<file path="src/rtl/poly_mult_result_reader.sv">
// poly_mult_result_reader
//   Unloads the product held in poly_mult's result RAM after the multiplier
//   raises mult_valid. Every result word is read, the pad bits above N in the
//   final word are cleared, and each word is byte-reversed. The words are then
//   streamed out over a valid/ready port at one word per clock when the
//   downstream side does not stall.
//
//   Ports
//     clk, rst_n   clock, asynchronous active-low reset
//     mult_valid   multiplier done level; a rising edge starts a readout
//     abort        synchronous flush back to IDLE
//     addr_result  result RAM word address (registered)
//     rd_dout      result RAM read enable (registered)
//     dout         result RAM data, valid one clock after addr_result/rd_dout
//     m_data       byte-reversed, tail-masked result word
//     m_valid      m_data valid
//     m_ready      downstream accept
//     m_last       high with the final word
//     busy         readout in progress
//     done         one-clock pulse after the final handshake
//
//   Handshake: a beat transfers on every rising clk edge where m_valid and
//   m_ready are both high. While m_valid is high and m_ready is low, m_data,
//   m_last and m_valid hold their values until the transfer takes place.
module poly_mult_result_reader #(
   parameter int N          = 17669,
   parameter int RAMWIDTH   = 32,
   parameter int ADDR_WIDTH = 11,
   parameter int OUT_DEPTH  = 4
) (
   input  logic                  clk,
   input  logic                  rst_n,
   input  logic                  mult_valid,
   input  logic                  abort,
   output logic [ADDR_WIDTH-1:0] addr_result,
   output logic                  rd_dout,
   input  logic [RAMWIDTH-1:0]   dout,
   output logic [RAMWIDTH-1:0]   m_data,
   output logic                  m_valid,
   input  logic                  m_ready,
   output logic                  m_last,
   output logic                  busy,
   output logic                  done
);

   localparam int NWORDS = (N + RAMWIDTH - 1) / RAMWIDTH;
   localparam int TAIL   = N % RAMWIDTH;
   localparam int PW     = $clog2(OUT_DEPTH);
   localparam int CW     = PW + 1;
   localparam logic [ADDR_WIDTH-1:0] LAST_ADDR = ADDR_WIDTH'(NWORDS - 1);
   // Keeps only the low TAIL bits of the final word (all bits when N fills it).
   localparam logic [RAMWIDTH-1:0] TAIL_MASK =
      (TAIL == 0) ? {RAMWIDTH{1'b1}} : ~({RAMWIDTH{1'b1}} << TAIL);

   typedef enum logic [1:0] {IDLE = 2'd0, RUN = 2'd1, DRAIN = 2'd2} state_t;

   state_t                  state, state_nxt;
   logic                    mult_valid_q;
   logic                    trigger;
   logic [ADDR_WIDTH-1:0]   rd_ptr;
   logic                    issue;
   logic [ADDR_WIDTH-1:0]   issue_addr;
   logic                    issue_last;

   // Read pipeline: p1 marks the read whose data is on dout this cycle.
   logic                    p1_valid;
   logic                    p1_last;
   logic [RAMWIDTH-1:0]     masked;
   logic [RAMWIDTH-1:0]     reordered;

   // Output FIFO, each entry is {last, data}.
   logic [RAMWIDTH:0]       fifo_mem [OUT_DEPTH];
   logic [PW-1:0]           wr_idx, rd_idx;
   logic [CW-1:0]           fifo_count;
   logic [RAMWIDTH:0]       head;
   logic                    wr_en;
   logic                    pop;
   logic [1:0]              inflight;
   logic [CW:0]             occupancy;
   logic                    space_ok;

   assign trigger   = mult_valid & ~mult_valid_q;
   assign inflight  = {1'b0, rd_dout} + {1'b0, p1_valid};
   // Reads in flight are counted as already occupying FIFO slots, so the FIFO
   // can never be overrun by data arriving after the downstream side stalls.
   assign occupancy = {1'b0, fifo_count} + {{(CW-1){1'b0}}, inflight};
   assign space_ok  = occupancy < (CW+1)'(OUT_DEPTH);

   assign head    = fifo_mem[rd_idx];
   assign m_valid = (fifo_count != '0);
   assign m_data  = m_valid ? head[RAMWIDTH-1:0] : '0;
   assign m_last  = m_valid & head[RAMWIDTH];
   assign pop     = m_valid & m_ready;
   assign wr_en   = p1_valid & ~abort;

   // ---------------- FSM: state register ----------------
   always_ff @(posedge clk or negedge rst_n) begin
      if (!rst_n) state <= IDLE;
      else        state <= state_nxt;
   end

   // ---------------- FSM: next state ----------------
   always_comb begin
      state_nxt = state;
      case (state)
         IDLE:    if (trigger) state_nxt = issue_last ? DRAIN : RUN;
         RUN:     if (issue_last) state_nxt = DRAIN;
         DRAIN:   if (pop && m_last) state_nxt = IDLE;
         default: state_nxt = IDLE;
      endcase
      if (abort) state_nxt = IDLE;
   end

   // ---------------- FSM: outputs ----------------
   // The first read goes out on the trigger edge itself so data reaches the
   // FIFO two clocks later.
   always_comb begin
      issue      = 1'b0;
      issue_addr = rd_ptr;
      busy       = (state != IDLE);
      case (state)
         IDLE: begin
            issue      = trigger;
            issue_addr = '0;
         end
         RUN:     issue = space_ok;
         default: issue = 1'b0;
      endcase
      if (abort) issue = 1'b0;
      issue_last = issue && (issue_addr == LAST_ADDR);
   end

   // ---------------- Mask and byte reorder ----------------
   always_comb begin
      masked    = p1_last ? (dout & TAIL_MASK) : dout;
      reordered = '0;
      for (int k = 0; k < RAMWIDTH / 8; k++)
         reordered[8*k +: 8] = masked[RAMWIDTH-8*k-8 +: 8];
   end

   // FIFO storage needs no reset: entries are only visible when counted.
   always_ff @(posedge clk) begin
      if (wr_en) fifo_mem[wr_idx] <= {p1_last, reordered};
   end

   // ---------------- Read issue, pipeline and FIFO control ----------------
   always_ff @(posedge clk or negedge rst_n) begin
      if (!rst_n) begin
         mult_valid_q <= 1'b0;
         addr_result  <= '0;
         rd_dout      <= 1'b0;
         rd_ptr       <= '0;
         p1_valid     <= 1'b0;
         p1_last      <= 1'b0;
         wr_idx       <= '0;
         rd_idx       <= '0;
         fifo_count   <= '0;
         done         <= 1'b0;
      end else begin
         mult_valid_q <= mult_valid;
         if (abort) begin
            // Queued words and reads still in the RAM pipeline are dropped.
            rd_dout    <= 1'b0;
            rd_ptr     <= '0;
            p1_valid   <= 1'b0;
            p1_last    <= 1'b0;
            wr_idx     <= '0;
            rd_idx     <= '0;
            fifo_count <= '0;
            done       <= 1'b0;
         end else begin
            rd_dout <= issue;
            if (issue) begin
               addr_result <= issue_addr;
               rd_ptr      <= issue_addr + ADDR_WIDTH'(1);
            end
            p1_valid <= rd_dout;
            p1_last  <= rd_dout && (addr_result == LAST_ADDR);
            if (wr_en) wr_idx <= wr_idx + PW'(1);
            if (pop)   rd_idx <= rd_idx + PW'(1);
            case ({wr_en, pop})
               2'b10:   fifo_count <= fifo_count + CW'(1);
               2'b01:   fifo_count <= fifo_count - CW'(1);
               default: fifo_count <= fifo_count;
            endcase
            done <= pop && m_last;
         end
      end
   end

endmodule

</file>
<file path="config.mk">
export PLATFORM = sky130hd
export DESIGN_NAME = poly_mult_result_reader
export DESIGN_NICKNAME = d
export VERILOG_FILES = /design/src/rtl/poly_mult_result_reader.sv
export SDC_FILE = /design/constraint.sdc
export NUM_CORES = 1
export LEC_CHECK = 0
export CAP_MARGIN = 20
export CORE_MARGIN = 1
export CORE_UTILIZATION = 34
export CTS_BUF_LIST = sky130_fd_sc_hd__clkbuf_4
export DETAILED_ROUTE_END_ITERATION = 10
export DONT_BUFFER_PORTS = 1
export MAX_ROUTING_LAYER = met4
export SLEW_MARGIN = 15
export SYNTH_ARGS = -nofsm -noshare
export SYNTH_HDL_FRONTEND = slang
export SYNTH_SLANG_ARGS = --single-unit
</file>
<file path="constraint.sdc">
create_clock -name clk -period 2.25 [get_ports clk]
set_input_delay 0.225 -clock clk [delete_from_list [all_inputs] [get_ports clk]]
set_output_delay 0.225 -clock clk [all_outputs]
set_load 0.005 [all_outputs]
</file>
==> out/metrics.csv, run 1 <==
metric,value,unit
initial antenna violation count,0,
worst slew pin tran,537,ps
Finished Core Util,40.6,%
Fill cells,1883,
Clock Tree Buf Depth,2,
nets,527,
r2r startpoint,state[1]$_DFFE_PN0P_,
CP Data Required Time,2030,ps
critical path arrival,1930,ps
Die ar.,0.0216,mm^2
Yosys top cell area share,55.5,%
worst stage delay on the critical path,530,ps
"EDFF count, synth",132,
CP Launch Point,rd_idx[0]$_DFFE_PN0P_,
initial core utilization,35.0,%
vias after detailed routing,3895,
setup violation total in the final timing report,0,
count of final max-slew check failures,0,
"Seq/Total Area, Yosys",68.1,%
proportion of layout cells with a drive suffix above 1,26.9,%
Fin. Hold Viols,0,
"Clk pin slew, worst setup/hold paths",140,ps
number of buffers created by CTS,17,
clk_lat worst skew,520,ps
top post-synthesis cells by area,"edfxtp_1, dfrtp_1, mux4_2, and2_1, nor2b_1",
largest net degree at the start of global routing,37,
gr ovfl total,0,
VDD IR max,0.315,mV
Sequential Power Share,50.1,%
synthesized cell area,0.00715,mm^2
Clock Power Share,23.8,%
Switch Pwr,1970,uW
"commonest non-fill, non-tap cell in the layout",edfxtp_1,
routing usage on met1,17.0,%
CP Capture Point,m_data[5],
CP Class,flip-flop to output port,
crit path cell chain,buf_12 -> mux4_2 -> and2_4,
"commonest cells after routing, fill and taps aside","edfxtp_1, dlygate4sd3_1, mux4_2",
Layout Cells excl Fill,764,
asr flop ratio synth,21.4,%
Root Driver,clkbuf_4,
power density over cell area,845,mW/mm^2
n_diodes,0,
hpwl dp,8.73,mm
path depth of the worst reg2reg path,8,
count of buffers from port buffering,0,
Yosys top cell by area,edfxtp_1,
setup TNS,0,ps
DRC viols,0,
CP max FO,15,
vias in the first global route,4102,
clk sinks,168,
DP Cell Count,693,
unrepaired setup endpoints after global routing,yes,
TritonCTS clock tree,done,
Final Cycle Share,95.9,%
Bufs and invs on worst path,1,
Initial DRC Count,247,
Boundary Pins,85,
Area Growth Syn to Fin,16.2,%
ys flop type,edfxtp_1,
Internal Power,5050,uW
Max Fclk,0.463,GHz
outcome,completed,
antenna-violating nets left,0,
Post-Syn Instances,433,
Slew HR,64.1,%
Yosys Warn Count,0,
Static Leak,0.00285,uW
vias per cell,5.10,
first-pass GRT wire length,22.5,mm
capture point of the worst reg-to-reg path,rd_ptr[8]$_DFFE_PN0P_,
Die Ht,147,um
core area,0.0204,mm^2
DP Area,0.00754,mm^2
gr busiest metal,met2,
Levels on crit path,3,
std cell rows,52,
library cells used by synthesis,54,
width of the die,147,um
fin crit period,2160,ps
Switching Share,28.0,%
syn nets,478,
routed len/inst,18.6,um
Yosys reg bits,168,
# H-tree levels,4,
Fin Clk Skew,25.2,ps
hold crit path type,input port to async pin,
Logic pwr share,26.1,%
gr usage total,14.2,%
endpoint class of the critical path,output port,
drt first pass iters,4,
highest-delay cell along the critical path,mux4_2,
max-cap violations,0,
Worst path top cell family by delay,multiplexers,
R2R setup slack,230,ps
met3 usage,3.66,%
GPL Wtd Cong,0.846,
Startpoint Class,flip-flop,
Finished Cell Area,0.00830,mm^2
WL final,14.2,mm
met2 GRT Util,23.9,%
Mapped Avg Cell Area,16.5,um^2
what timing repair did:
item,4_1_cts,5_1_grt
setup buffers,2,1
pin swaps,1,0
hold buffers,37,0
cloned,0,0
gates resized for setup,9,24
endpoints found under the hold margin,189,0
endpoints found under the setup margin,33,29
power by group through the flow:
stage,Combinational (uW),Sequential [uW],Clock (uW)
finish,1830,3520,1670
global route,2010,3530,1860
CTS,1660,3520,1740
detailed placement,1450,3610,0
global placement,1430,3600,0
floorplan,1160,3530,0
layout make-up:
type	count	area (um^2)	area share, %
Sequential cell	168	4870	58.7
Multi-Input combinational cell	232	2180	26.3
Timing Repair Buffer	52	588	7.08
Tap cell	270	338	4.07
Clock inverter	14	150	1.81
Clock buffer	17	128	1.54
Inverter	11	43.8	0.527
cells in the mapped netlist (2+ instances only):
| master | number |
|---|---|
| o21ai_0 | 17 |
| nor4_1 | 2 |
| a22oi_1 | 3 |
| or3_1 | 2 |
| nor2_1 | 12 |
| a31oi_2 | 2 |
| dfrtp_1 | 36 |
| a21oi_1 | 3 |
| nand2_1 | 15 |
| buf_2 | 3 |
| xor2_1 | 3 |
| buf_6 | 4 |
| nand4_1 | 5 |
| a22o_2 | 2 |
| buf_4 | 4 |
| xnor2_1 | 2 |
| nor3b_1 | 3 |
| or2_2 | 2 |
| ha_1 | 7 |
| mux4_2 | 33 |
| a31oi_1 | 2 |
| clkbuf_1 | 9 |
| nor3_1 | 6 |
| edfxtp_1 | 132 |
| mux2i_1 | 2 |
| a22o_1 | 11 |
| o32ai_1 | 3 |
| inv_1 | 10 |
| and3_1 | 3 |
| nor2b_1 | 30 |
| and2_1 | 38 |
| o21a_1 | 2 |
| nand3_1 | 4 |
sequential cells by signal, summed over array words and instances, names as in the netlist:
register and count:
p1_last 1, fifo_mem 132, done 1, wr_idx 2
fifo_count 3, addr_result 11, rd_idx 2, state 2
mult_valid_q 1, rd_ptr 11, p1_valid 1, rd_dout 1
cells by family after synthesis:
kind of cell	share of synthesized area (%)
XOR/XNOR	0.613
adder cells (fa/ha/maj)	1.51
AND/OR/NAND/NOR	10.9
AO/OA/AOI/OAI	5.53
buffers and inverters	2.47
multiplexers	10.9
flip-flops	68.1
worst min path at each step:
stage,endpoint,cells past startpoint
floorplan,addr_result[0]$_DFFE_PN0P_,0
global placement,wr_idx[1]$_DFFE_PN0P_,0
detailed placement,mult_valid_q$_DFF_PN0_,0
CTS,mult_valid_q$_DFF_PN0_,2
global route,done$_DFF_PN0_,2
finish,mult_valid_q$_DFF_PN0_,2
worst register-to-register path: cells and delay by family (launching register included):
kind | cells | cell delay (ps)
compound gates | 3 | 430
buf+inv | 1 | 80
flops | 1 | 370
fa+ha+maj | 1 | 200
simple gates | 3 | 830
metal layers:
layer  vias to the layer above  routed length [um]
li1                       1749                   -
met3                        12                 569
met2                        95                7380
met5                         -                   0
met1                      2039                6160
met4                         0                 130
per-stage QoR:
| step | hold WS (ps) | total power, uW | worst slack, ps |
|---|---|---|---|
| after floorplan | -70.6 | 4690 | 213 |
| after global placement | -68.5 | 5030 | 347 |
| after detailed placement | -68.3 | 5060 | 285 |
| after CTS | 72.4 | 6920 | -7.49 |
| after global routing | 85.6 | 7400 | -44.2 |
| final | 126 | 7010 | 92.4 |
No activity file was read; power rests on OpenSTA's default activity.
==> inputs of run 2 (changes only) <==
- PLACE_DENSITY: unset -> 0.48
==> run 2 against run 1 <==
  * Setup slack got worse by 7.7 ps
  * Sequential share of layout area decreased by 0.76 points
  * Via count decreased by 0.13%
  * Combinational power increased by 4%
  * Power increased by 1.4%
  * Critical path type unchanged
  * Critical endpoint is now m_data[13]
  * Highest routed layer unchanged
==> out/metrics.csv, run 2 (synthesis results as in run 1) <==
metric,value,unit,change
Static Leak,0.00290,uW,+1.6%
Fill cells,1896,,+0.69%
drt first pass iters,4,,unchanged
GPL Wtd Cong,0.818,,-3.3%
nets,537,,+1.9%
path depth of the worst reg2reg path,6,,-2
"commonest non-fill, non-tap cell in the layout",edfxtp_1,,
Finished Cell Area,0.00841,mm^2,+1.3%
routed len/inst,19.4,um,+4.0%
gr ovfl total,0,,unchanged
worst stage delay on the critical path,500,ps,-30 ps
CP Class,flip-flop to output port,,
DRC viols,0,,unchanged
CP max FO,8,,-7
CP Data Required Time,2030,ps,about the same
vias per cell,5.01,,-1.7%
Fin. Hold Viols,0,,unchanged
initial core utilization,35.0,%,unchanged
Clock Tree Buf Depth,2,,unchanged
DP Area,0.00761,mm^2,+0.93%
met2 routed WL,7.49,mm,+1.5%
critical path arrival,1940,ps,about the same
WL final,15.0,mm,+5.6%
first-pass GRT wire length,23.6,mm,+5.0%
max-cap violations,0,,unchanged
crit path cell chain,buf_12 -> clkbuf_16 -> mux4_2 -> and2_4,,
vias in the first global route,4105,,+0.073%
core area,0.0204,mm^2,unchanged
clk sinks,168,,unchanged
M1 wire length,6.72,mm,+9.0%
count of buffers from port buffering,0,,unchanged
"commonest cells after routing, fill and taps aside","edfxtp_1, dlygate4sd3_1, mux4_2",,
gr usage total,15.1,%,+0.96 points
endpoint class of the critical path,output port,,
antenna-violating nets left,0,,unchanged
initial antenna violation count,1,,+1
hpwl dp,9.37,mm,+7.3%
largest net degree at the start of global routing,37,,unchanged
VDD IR max,0.432,mV,+37%
setup violation total in the final timing report,0,,unchanged
# H-tree levels,4,,unchanged
std cell rows,52,,unchanged
Initial DRC Count,230,,-6.9%
number of buffers created by CTS,17,,unchanged
Boundary Pins,85,,unchanged
worst setup margin,84.7,ps,-7.70 ps
Root Driver,clkbuf_4,,
Fin Clk Skew,16.5,ps,-8.68 ps
proportion of layout cells with a drive suffix above 1,25.5,%,-1.4 points
Die ar.,0.0216,mm^2,unchanged
TritonCTS clock tree,done,,
"Clk pin slew, worst setup/hold paths",140,ps,about the same
hold_ws,97.1,ps,-29.1 ps
width of the die,147,um,unchanged
Final Cycle Share,96.2,%,+0.34 points
count of final max-slew check failures,0,,unchanged
Max Fclk,0.462,GHz,-0.36%
Top Registers,"fifo_mem: 132 flops, addr_result: 11 flops, rd_ptr: 11 flops",,
Die Ht,147,um,unchanged
power density over cell area,846,mW/mm^2,+0.16%
Max Used Layer,met4,,
sequential cell area,0.00487,mm^2,about the same
highest-delay cell along the critical path,mux4_2,,
area of the multi-input gates,0.00215,mm^2,-1.5%
Area Growth Syn to Fin,17.6,%,
max reg flops,132,,unchanged
Startpoint Class,flip-flop,,
hold crit path type,input port to async pin,,
Slew HR,63.8,%,-0.22 points
"Most flops, register",fifo_mem,,
met3 routed WL,639,um,+12%
unrepaired setup endpoints after global routing,yes,,
fin crit period,2170,ps,+7.70 ps
worst slew pin tran,541,ps,+3.23 ps
outcome,completed,,
vias after detailed routing,3890,,-0.13%
"worst slack, placed",298,ps,+12.5 ps
clk_lat worst skew,550,ps,+30 ps
Finished Core Util,41.2,%,+0.51 points
[run 2: cell types whose count changed in the layout (fill, tap and decap cells not counted), sizes merged]
| cell | delta |
|---|---|
| buf | +9 |
| clkbuf | +3 |
| diode | +1 |
| inv | -1 |
[run 2: area by class of cell]
type                       instances  share of cell area [%]
antenna                            1                  0.0298
clock inverter                    13                    1.55
clock buffer                      19                    1.70
sequential                       168                    57.9
multi-input combinational        232                    25.6
inverter                          11                   0.521
timing repair buffer              62                    8.69
tap                              270                    4.02
[run 2: per-layer routing]
metal  vias up  track usage (%)
li1       1778                -
met1      2012             19.1
met3        14             3.51
met2        86             24.0
met4         0             5.36
met5         -                -
[run 2: worst paths after layout]
path                                       startpoint                    endpoint  slack (ps)
setup / recovery                rd_idx[0]$_DFFE_PN0P_                  m_data[13]          80
hold / removal                                  rst_n  addr_result[6]$_DFFE_PN0P_         100
setup reg to reg            fifo_count[1]$_DFFE_PN0P_   fifo_count[2]$_DFFE_PN0P_         290
hold reg to reg            addr_result[0]$_DFFE_PN0P_           p1_last$_DFF_PN0_         540
max in group asynchronous                       rst_n       rd_idx[1]$_DFFE_PN0P_        1910
min in group clk                                abort    fifo_mem[0][4]$_DFFE_PP_         230
[run 2: power breakdown]
| group | internal (uW) | leakage, uW | total (uW) | switching (uW) |
|---|---|---|---|---|
| sequential | 3410 | 0.00169 | 3500 | 93.2 |
| clock | 672 | 0.000130 | 1700 | 1020 |
| combinational | 1000 | 0.00108 | 1910 | 913 |
[run 2: worst max-delay path: cells and delay by family (launching register included)]
kind / cells / cell delay (ps)
simple gates: 1 / 180
flops: 1 / 430
buf+inv: 2 / 300
mux: 1 / 500
[run 2: metrics by stage]
step	instances	TNS, ps	power, uW
after detailed placement	699	0	5150
after global routing	776	-229	7490
after global placement	699	0	5130
after floorplan	433	0	4690
after CTS	770	-67.4	7060
final	776	0	7110
[run 2: what timing repair did]
| item | in CTS | in global routing |
|---|---|---|
| pin swaps | 3 | 3 |
| endpoints found under the setup margin | 33 | 29 |
| hold endpoints to repair | 190 | 0 |
| hold buffers | 37 | 0 |
| cloned | 0 | 1 |
| gates resized for setup | 12 | 10 |
| buffers inserted | 2 | 4 |
